### src/rtl/sys_bridge_pkg.sv
`default_nettype none
// ============================================================================
// Module   : sys_bridge_pkg
// Brief    : Shared state encoding, access-size codes and lane helpers for
//            the processor-to-device bridge.
// Revision : 1.0
// ============================================================================
package sys_bridge_pkg;

  localparam logic [1:0] ST_IDLE   = 2'd0;
  localparam logic [1:0] ST_ACCESS = 2'd1;
  localparam logic [1:0] ST_DONE   = 2'd2;
  localparam logic [1:0] ST_ERR    = 2'd3;

  localparam logic [1:0] SZ_BYTE = 2'b00;
  localparam logic [1:0] SZ_HALF = 2'b01;
  localparam logic [1:0] SZ_WORD = 2'b10;
  localparam logic [1:0] SZ_ILL  = 2'b11;

  function automatic logic [3:0] gen_be(input logic [1:0] size, input logic [1:0] off);
    logic [3:0] be;
    case (size)
      SZ_BYTE: be = 4'b0001 << off;
      SZ_HALF: be = off[1] ? 4'b1100 : 4'b0011;
      SZ_WORD: be = 4'b1111;
      default: be = 4'b0000;
    endcase
    return be;
  endfunction

  // Right-aligned CPU data is copied onto every lane the access could use.
  function automatic logic [31:0] replicate(input logic [1:0] size, input logic [31:0] wd);
    logic [31:0] r;
    case (size)
      SZ_BYTE: r = {4{wd[7:0]}};
      SZ_HALF: r = {2{wd[15:0]}};
      default: r = wd;
    endcase
    return r;
  endfunction

endpackage
`default_nettype wire

### src/rtl/sys_bridge_decode.sv
`default_nettype none
// ============================================================================
// Module   : bridge_decode
// Brief    : Combinational device-space decode: one-hot slot, hit flag,
//            size/alignment legality and word offset within the slot.
// Revision : 1.0
// ============================================================================
module bridge_decode
  import sys_bridge_pkg::*;
#(
  parameter int unsigned DEV_NUM       = 2,
  parameter logic [31:0] DEV_BASE      = 32'h0000_7F00,
  parameter int unsigned DEV_SPAN_LOG2 = 4
) (
  input  logic [31:0]              i_addr,
  input  logic [1:0]               i_size,
  output logic [DEV_NUM-1:0]       o_sel,
  output logic                     o_hit,
  output logic                     o_aligned,
  output logic [DEV_SPAN_LOG2-3:0] o_woff
);

  localparam logic [31:0] c_limit = 32'(DEV_NUM) << DEV_SPAN_LOG2;

  logic [31:0] w_off;

  assign w_off  = i_addr - DEV_BASE;
  assign o_hit  = (i_addr >= DEV_BASE) && (w_off < c_limit);
  assign o_woff = w_off[DEV_SPAN_LOG2-1:2];

  // Illegal size is folded into the alignment flag so the caller sees one "ok".
  always_comb begin
    case (i_size)
      SZ_BYTE: o_aligned = 1'b1;
      SZ_HALF: o_aligned = ~i_addr[0];
      SZ_WORD: o_aligned = (i_addr[1:0] == 2'b00);
      default: o_aligned = 1'b0;
    endcase
  end

  for (genvar k = 0; k < DEV_NUM; k++) begin : g_sel
    assign o_sel[k] = o_hit && ((w_off >> DEV_SPAN_LOG2) == 32'(k));
  end

endmodule
`default_nettype wire

### src/rtl/sys_bridge.sv
`default_nettype none
// ============================================================================
// Module   : sys_bridge
// Brief    : CPU-to-device bridge with sized accesses, ack handshake and
//            interrupt collection. Define SYS_BRIDGE_TIMEOUT_EN to enable the
//            ACCESS-state timeout.
// Revision : 1.0
// ============================================================================
module sys_bridge
  import sys_bridge_pkg::*;
#(
  parameter int unsigned DEV_NUM       = 2,
  parameter logic [31:0] DEV_BASE      = 32'h0000_7F00,
  parameter int unsigned DEV_SPAN_LOG2 = 4,
  parameter int unsigned TIMEOUT       = 15
) (
  input  logic                     clk,
  input  logic                     rst,
  input  logic [31:0]              PrAddr,
  input  logic [1:0]               PrSize,
  input  logic                     PrReq,
  input  logic                     PrWe,
  input  logic [31:0]              PrWD,
  output logic [31:0]              PrRD,
  output logic                     PrRdy,
  output logic                     PrErr,
  output logic [5:0]               HWInt,
  output logic [DEV_SPAN_LOG2-3:0] DevAddr,
  output logic [31:0]              DevWD,
  output logic [3:0]               DevBE,
  output logic [DEV_NUM-1:0]       DevSel,
  output logic [DEV_NUM-1:0]       DevWe,
  input  logic [32*DEV_NUM-1:0]    DevRD,
  input  logic [DEV_NUM-1:0]       DevAck,
  input  logic [DEV_NUM-1:0]       DevIrq
);

  logic [1:0]               r_state, w_next;
  logic [DEV_NUM-1:0]       r_slot, w_sel, r_irq;
  logic                     r_we, w_hit, w_aligned, w_ok, w_ack, w_tmo;
  logic [DEV_SPAN_LOG2-3:0] r_addr, w_woff;
  logic [3:0]               r_be;
  logic [31:0]              r_wd, r_prrd, w_rd;

  bridge_decode #(
    .DEV_NUM       (DEV_NUM),
    .DEV_BASE      (DEV_BASE),
    .DEV_SPAN_LOG2 (DEV_SPAN_LOG2)
  ) u_decode (
    .i_addr    (PrAddr),
    .i_size    (PrSize),
    .o_sel     (w_sel),
    .o_hit     (w_hit),
    .o_aligned (w_aligned),
    .o_woff    (w_woff)
  );

  assign w_ok  = w_hit & w_aligned;
  assign w_ack = |(DevAck & r_slot);

  always_comb begin
    w_rd = '0;
    for (int k = 0; k < DEV_NUM; k++) begin
      if (r_slot[k]) w_rd = DevRD[32*k +: 32];
    end
  end

`ifdef SYS_BRIDGE_TIMEOUT_EN
  logic [7:0] r_cnt;

  always_ff @(posedge clk or negedge rst) begin
    if (!rst)                      r_cnt <= '0;
    else if (r_state != ST_ACCESS) r_cnt <= '0;
    else                           r_cnt <= r_cnt + 8'd1;
  end

  assign w_tmo = (r_cnt == 8'(TIMEOUT - 1));
`else
  // TIMEOUT is at least 1, so this never fires: ACCESS waits for ack forever.
  assign w_tmo = (TIMEOUT == 0);
`endif

  always_ff @(posedge clk or negedge rst) begin
    if (!rst) r_state <= ST_IDLE;
    else      r_state <= w_next;
  end

  always_comb begin
    w_next = r_state;
    case (r_state)
      ST_IDLE:   if (PrReq) w_next = w_ok ? ST_ACCESS : ST_ERR;
      ST_ACCESS: begin
        if (w_ack)      w_next = ST_DONE;
        else if (w_tmo) w_next = ST_ERR;
      end
      ST_DONE:   w_next = ST_IDLE;
      ST_ERR:    w_next = ST_IDLE;
      default:   w_next = ST_IDLE;
    endcase
  end

  always_comb begin
    PrRdy  = 1'b0;
    PrErr  = 1'b0;
    DevSel = '0;
    DevWe  = '0;
    case (r_state)
      ST_ACCESS: begin
        DevSel = r_slot;
        DevWe  = r_slot & {DEV_NUM{r_we}};
      end
      ST_DONE: PrRdy = 1'b1;
      ST_ERR: begin
        PrRdy = 1'b1;
        PrErr = 1'b1;
      end
      default: ;
    endcase
  end

  always_ff @(posedge clk or negedge rst) begin
    if (!rst) begin
      r_slot <= '0;
      r_we   <= 1'b0;
      r_addr <= '0;
      r_be   <= '0;
      r_wd   <= '0;
      r_prrd <= '0;
    end else begin
      if (r_state == ST_IDLE && PrReq && w_ok) begin
        r_slot <= w_sel;
        r_we   <= PrWe;
        r_addr <= w_woff;
        r_be   <= gen_be(PrSize, PrAddr[1:0]);
        r_wd   <= replicate(PrSize, PrWD);
      end
      if (r_state == ST_ACCESS && w_ack && !r_we) r_prrd <= w_rd;
      if (w_next == ST_ERR) r_prrd <= '0;
    end
  end

  always_ff @(posedge clk or negedge rst) begin
    if (!rst) r_irq <= '0;
    else      r_irq <= DevIrq;
  end

  for (genvar k = 0; k < 6; k++) begin : g_hwint
    if (k < DEV_NUM) begin : g_dev
      assign HWInt[k] = r_irq[k];
    end else begin : g_tie
      assign HWInt[k] = 1'b0;
    end
  end

  assign PrRD    = r_prrd;
  assign DevAddr = r_addr;
  assign DevBE   = r_be;
  assign DevWD   = r_wd;

endmodule
`default_nettype wire

### config.mk
export PLATFORM = sky130hd
export DESIGN_NAME = sys_bridge
export DESIGN_NICKNAME = d
export VERILOG_FILES = /design/src/rtl/sys_bridge_pkg.sv /design/src/rtl/sys_bridge_decode.sv /design/src/rtl/sys_bridge.sv
export SDC_FILE = /design/constraint.sdc
export NUM_CORES = 1
export LEC_CHECK = 0
export BUFFER_PORTS_ARGS = -buffer_cell sky130_fd_sc_hd__buf_2
export CAP_MARGIN = 20
export CELL_PAD_IN_SITES_DETAIL_PLACEMENT = 1
export CELL_PAD_IN_SITES_GLOBAL_PLACEMENT = 2
export CORE_MARGIN = 8
export CORE_UTILIZATION = 26
export DETAILED_ROUTE_END_ITERATION = 12
export PLACE_DENSITY_LB_ADDON = 0.1
export SKIP_LAST_GASP = 1
export SYNTH_ARGS = -nofsm -noshare
export SYNTH_HDL_FRONTEND = slang
export SYNTH_SLANG_ARGS = --single-unit
export TNS_END_PERCENT = 20
### constraint.sdc
create_clock -name clk -period 2.4 [get_ports clk]
set_clock_uncertainty 0.2 [all_clocks]
set_input_delay 0.12 -clock clk [delete_from_list [all_inputs] [get_ports clk]]
set_output_delay 0.12 -clock clk [all_outputs]
set_load 0.005 [all_outputs]
==> flow_summary_export.csv, run 1 <==
group,metric,value,unit
status,status,"finished, violations left",
status,violations,"negative hold slack",
die,core_area,0.0150,mm2
final_layout,layout_commonest_cell,"buf_2",
pwr,sequentialPowerShare,38.2,%
route,drt_first_iter_violations,124,
hold_path,worst_hold_path_type,"input port to register",
final_layout,final_cell_mix,"buf_2 (214), dlygate4sd3_1 (87), dfrtp_1 (77), mux2_4 (39), nor2_1 (38)",
die,row_count,45,
synth,synthDistinctLibCells,33,
pwr,power_leakage,3.46,nW
clocking,clock_path_buffers,2,
setup_path,critical_path_data_arrival_time,2330,ps
pwr,net_switching_share_of_the_total_power,29.9,%
clocking,clkSlewWorstSetupHoldPaths,60,ps
pwr,finalPower,4.54,mW
timing,number_of_pins_with_negative_max_slew_slack_in_the_final_report,0,
setup_path,start_kind,"input port",
synth,ys_ff_latch,77,
pwr,switching_power,1.36,mW
clocking,cts_tree,"done",
placed_design,detailed_place.area,0.00528,mm2
timing,setup_ws,95.5,ps
die,io_pins,220,
placed_design,place_inst,727,
synth,fraction_of_synthesis_flops_using_an_asynchronous_set_or_reset_pin,100,%
clocking,cts-root-buf,"clkbuf_16",
final_layout,nNetsFinal,775,
grt,grt_usage,14.8,%
clocking,cts_max_level,3,
grt,grt_first_pass_wirelength,23000,um
timing,grt_setup_unrepaired,"false",
placed_design,dp_hpwl,10300,um
route,dr_total_vias,3790,
final_layout,final_instance_count_excl_fillers,830,
timing,max_clock_freq,434,MHz
timing,whs,-13.1,ps
placed_design,pre_cts_ws,-259,ps
setup_path,nature_of_the_critical_path_endpoint,"register",
pwr,combPwrFrac,29.5,%
setup_path,r2r_start,"r_slot[0]",
final_layout,diodes,0,
die,die_h,139,um
clocking,clock_latency_late_sink,330,ps
synth,ys.flop_type,"dfrtp_1",
pwr,intPower,3.18,mW
pwr,power.clock.fraction,32.4,%
setup_path,setup.worst_path.class,"input port to register",
route,route.antenna.remaining_nets,0,
final_layout,post-route-cell-area,0.00647,mm2
placed_design,port_buffer_count,215,
setup_path,crit_path_start,"PrAddr[20]",
timing,finalCritPeriodShare,96.0,%
clocking,post_cts_resized,0,
synth,synthesis.area,0.00393,mm2
hold_path,holdCritStartpoint,"DevRD[40]",
placed_design,finalWeightedCongestion,0.689,
synth,yosys.area.top_type,"dfrtp_1",
route,route.detailed.wl_per_inst,17.2,um
synth,synth_warnings,0,
route,detailedRoute.firstPassIterationCount,3,
grt,number_of_global_route_vias_before_repair,4348,
timing,finalCriticalPeriod,2300,ps
synth,synthesis.instances,337,
grt,initial_antenna_violation_count,0,
die,initial_utilization,26.2,%
synth,synth.area.top_cells,"dfrtp_1 (49%), mux2_4 (15%), a211oi_1 (6.1%)",
timing,setup_viol,0,
grt,grt_start_max_net_pins,65,
synth,synth_enable_flop_cells,0,
timing,timing.final.hold_violations,1,
clocking,clkSinkCount,77,
route,finalWirelength,14300,um
synth,synthDominantCellAreaShare,49.0,%
setup_path,required,2420,ps
die,design.die.area,0.0193,mm2
pwr,vdd_ir_max,308,uV
die,fp.dieW,139,um
setup_path,critical_path.max_fanout,28,
job,max-cap-violations,0,
route,routed_via_count_divided_by_cell_count,4.57,
final_layout,areaGrowthSynthToFinish,64.5,%
synth,synth.avg_cell_area,11.7,um2
synth,synth-seq-area-share,49.0,%
clocking,numCtsBuffers,9,
pwr,power.density_cell_area,702,mW/mm2
grt,gr-total-overflow,0,
final_layout,final_layout_size_suffix_gt1_share,47.8,%
route,drc,0,
-- final timing paths --
| check | to | slack [ps] | cells after the start |
|---|---|---|---|
| setup / recovery | DevWD[12] | 100 | 8 |
| hold / removal | PrRD[8] | -10 | 3 |
| setup reg to reg | PrRD[18] | 280 | 6 |
| hold reg to reg | DevWD[6] | 310 | 1 |
| max in group asynchronous | PrRD[4] | 1310 | 3 |
| min in group asynchronous | DevAddr[0] | 80 | 2 |
-- state kept, by name (all words and copies together), names as in the netlist --
| signal | cells |
|---|---|
| DevWD | 32 |
| DevBE | 4 |
| r_we | 1 |
| r_irq | 2 |
| PrRD | 32 |
| r_state | 2 |
| DevAddr | 2 |
| r_slot | 2 |
-- per-stage QoR --
step / TNS, ps / utilization (%)
after floorplan: -1190 / -
after global placement: -10930 / 35.2
after detailed placement: -15120 / 35.2
after CTS: 0 / 43.2
after global routing: 0 / 43.2
final: 0 / 43.2
-- cell usage after synthesis, drive strengths merged (2+ instances only) --
cell type and number:
dfrtp 77, mux2 56, nor2 40, a211oi 33, a22oi 32, clkbuf 22, o21ai 13, mux2i 10
buf 9, nand2 9, a21oi 7, inv 4, nor4 4, and2 2, and3 2, nand2b 2
nand3 2, nor2b 2, or3 2
-- final cells by class --
type | instances | area, um2
multi-input combinational | 228 | 1860
sequential | 77 | 1930
timing repair buffer | 317 | 2110
fill | 1703 | 8510
inverter | 4 | 15.0
tap | 188 | 235
clock buffer | 11 | 233
clock inverter | 5 | 83.8
-- layer usage --
metal,up-vias,wire length (um),global-route usage [%]
met5,-,0,0
met4,0,248,5.43
met2,134,6720,24.4
met3,15,1200,5.85
met1,1815,6080,17.1
li1,1826,-,-
-- cells by family after synthesis --
family	share of synthesized area [%]
xor+xnor	0.223
compound gates	15.5
flops	49.0
simple gates	8.34
mux	22.3
other cells	0.0954
buf+inv	4.49
-- power by group through the flow --
stage,clock (mW),combinational [mW],sequential (mW)
2_1_floorplan,0,0.572,1.77
3_3_place_gp,0,1.25,1.73
3_5_place_dp,0,1.27,1.75
4_1_cts,1.52,1.38,1.74
5_1_grt,1.56,1.52,1.77
6_report,1.47,1.34,1.73
-- worst max-delay path, cell delays in order --
cell	delay, ps
buf_2	100
or3_4	370
or3_1	340
or4_1	440
a211oi_2	280
nand3b_4	140
buf_12	210
mux2_4	320
-- repair_timing --
item                      CTS  global route
hold endpoints to repair  144             0
hold buffers               87             0
setup buffers               0             0
No activity file was read; power rests on OpenSTA's default activity.
==> inputs of run 2 (changes only) <==
--- a/config.mk
+++ b/config.mk
@@ -7,12 +7,11 @@
 export LEC_CHECK = 0
 export BUFFER_PORTS_ARGS = -buffer_cell sky130_fd_sc_hd__buf_2
 export CAP_MARGIN = 20
-export CELL_PAD_IN_SITES_DETAIL_PLACEMENT = 1
-export CELL_PAD_IN_SITES_GLOBAL_PLACEMENT = 2
 export CORE_MARGIN = 8
-export CORE_UTILIZATION = 26
+export CORE_UTILIZATION = 40
+export CTS_CLUSTER_DIAMETER = 100
 export DETAILED_ROUTE_END_ITERATION = 12
-export PLACE_DENSITY_LB_ADDON = 0.1
+export PLACE_DENSITY = 0.73
 export SKIP_LAST_GASP = 1
 export SYNTH_ARGS = -nofsm -noshare
 export SYNTH_HDL_FRONTEND = slang
==> flow_summary_export.csv, run 2 (synthesized netlist as in run 1, its figures left out) <==
group,metric,value,unit
final_layout,post-route-cell-area,0.00636,mm2
clocking,cts-root-buf,"clkbuf_8",
route,route.antenna.remaining_nets,0,
clocking,clkSinkCount,77,
route,detailedRoute.firstPassIterationCount,4,
grt,grt.busiest_layer,"met2",
timing,number_of_pins_with_negative_max_slew_slack_in_the_final_report,0,
setup_path,start_kind,"input port",
final_layout,area_used_by_multi_input_combinational_logic,0.00186,mm2
route,drt_first_iter_violations,207,
pwr,intPower,2.95,mW
die,core_area,0.00964,mm2
timing,setup_viol,0,
clocking,cts_tree,"done",
timing,setup_ws,116,ps
final_layout,final_core_util,66.0,%
clocking,cts_max_level,3,
final_layout,layout_commonest_cell,"buf_2",
die,initial_utilization,40.8,%
pwr,sequentialPowerShare,41.1,%
placed_design,place_inst,669,
hold_path,worst_hold_path_type,"input port to register",
grt,met3_grt_util,8.46,%
final_layout,area.sequential,0.00193,mm2
job,max-cap-violations,0,
final_layout,diodes,0,
route,finalWirelength,13700,um
pwr,power_leakage,3.45,nW
grt,gr-total-overflow,0,
placed_design,pre_cts_ws,-214,ps
pwr,power.density_cell_area,666,mW/mm2
timing,tightest_slew,961,ps
route,drc,0,
clocking,numCtsBuffers,9,
timing,max_clock_freq,438,MHz
setup_path,critical_path.max_fanout,33,
pwr,combPwrFrac,31.5,%
placed_design,detailed_place.area,0.00517,mm2
timing,grt_setup_unrepaired,"false",
timing,finalCriticalPeriod,2280,ps
grt,grt_first_pass_wirelength,21700,um
die,design.die.area,0.0133,mm2
setup_path,nature_of_the_critical_path_endpoint,"register",
setup_path,crit_path_start,"PrAddr[20]",
grt,number_of_global_route_vias_before_repair,4230,
clocking,clkSlewWorstSetupHoldPaths,80,ps
setup_path,critical_path_data_arrival_time,2300,ps
placed_design,port_buffer_count,215,
die,io_pins,220,
final_layout,areaGrowthSynthToFinish,61.9,%
final_layout,final_layout_size_suffix_gt1_share,47.2,%
route,routed_via_count_divided_by_cell_count,5.00,
die,die_h,115,um
placed_design,dp_hpwl,8910,um
placed_design,finalWeightedCongestion,0.792,
pwr,vdd_ir_max,447,uV
timing,timing.final.hold_violations,0,
final_layout,final_cell_mix,"buf_2 (214), dlygate4sd3_1 (95), dfrtp_1 (77), mux2_4 (39), nor2_1 (38)",
route,route.detailed.wl_per_inst,17.6,um
grt,met1_usage,23.8,%
pwr,net_switching_share_of_the_total_power,30.3,%
final_layout,filler_cell_count,726,
setup_path,required,2420,ps
clocking,clock_path_buffers,2,
setup_path,r2r_start,"r_slot[0]",
final_layout,final_instance_count_excl_fillers,779,
die,row_count,36,
clocking,post-cts-setup-buffers,0,
grt,grt_start_max_net_pins,78,
clocking,post_cts_resized,0,
grt,grt_usage,20.5,%
final_layout,nNetsFinal,780,
hold_path,holdCritStartpoint,"DevRD[59]",
setup_path,setup.worst_path.class,"input port to register",
timing,finalCritPeriodShare,95.2,%
grt,initial_antenna_violation_count,0,
timing,max-slew-margin-rel,35.9,%
clocking,clock_latency_late_sink,330,ps
die,fp.dieW,115,um
grt,grt_util_met2,34.6,%
timing,whs,14.4,ps
status,status,"complete, no violations",
pwr,switching_power,1.28,mW
pwr,power.clock.fraction,27.4,%
route,dr_total_vias,3893,
[run 2: cell count changes in the layout (fill, tap and decap cells not counted), sizes merged, moves of 2 or more]
cell	previous run	this run
clkinvlp	2	0
dlygate4sd3	87	95
buf	230	227
clkbuf	11	9
clkinv	0	3
[run 2: power groups by stage]
stage	combinational (mW)	clock [mW]	sequential, mW
after floorplan	0.572	0	1.77
after global placement	1.17	0	1.75
after detailed placement	1.22	0	1.74
after CTS	1.33	1.19	1.74
after global routing	1.49	1.25	1.78
final	1.34	1.16	1.74
[run 2: path summary, 6_finish.rpt]
| kind | endpoint | slack (ps) | depth (start not counted) |
|---|---|---|---|
| max | DevWD[18] | 120 | 8 |
| min | PrRD[27] | 10 | 3 |
| max reg2reg | PrRD[8] | 240 | 6 |
| min reg2reg | DevWD[10] | 310 | 1 |
| max in group asynchronous | r_slot[0] | 1080 | 2 |
| min in group asynchronous | DevWD[6] | 300 | 2 |
[run 2: area by class of cell]
class / instances / share of cell area, %
Timing Repair Buffer: 322 / 33.9
Sequential cell: 77 / 30.3
Multi-Input combinational cell: 228 / 29.2
Tap cell: 133 / 2.62
Clock buffer: 9 / 1.95
Clock inverter: 6 / 1.77
Inverter: 4 / 0.236
[run 2: what timing repair did]
item,4_1_cts,5_1_grt
setup endpoints to repair,0,0
endpoints found under the hold margin,147,0
hold buffers,95,0
[run 2: layer usage]
| metal | part of all wire [%] | wire length (um) | up-vias |
|---|---|---|---|
| met1 | 42 | 5700 | 1843 |
| met3 | 9.7 | 1340 | 14 |
| met5 | 0 | 0 | - |
| li1 | - | - | 1844 |
| met2 | 48 | 6560 | 192 |
| met4 | 1.0 | 142 | 0 |
[run 2: per-stage QoR]
| stage | total power [mW] | TNS, ps |
|---|---|---|
| 4_1_cts | 4.25 | 0 |
| 6_report | 4.24 | 0 |
| 5_1_grt | 4.51 | 0 |
| 3_3_place_gp | 2.93 | -8160 |
| 3_5_place_dp | 2.96 | -11880 |
| 2_1_floorplan | 2.34 | -1190 |
[run 2: critical path, stage by stage]
cell and delay (ps):
buf_2 100, or3_4 380, or3_1 320, or4_1 430, a211oi_2 270, nand3b_4 120, buf_12 210, mux2_4 330
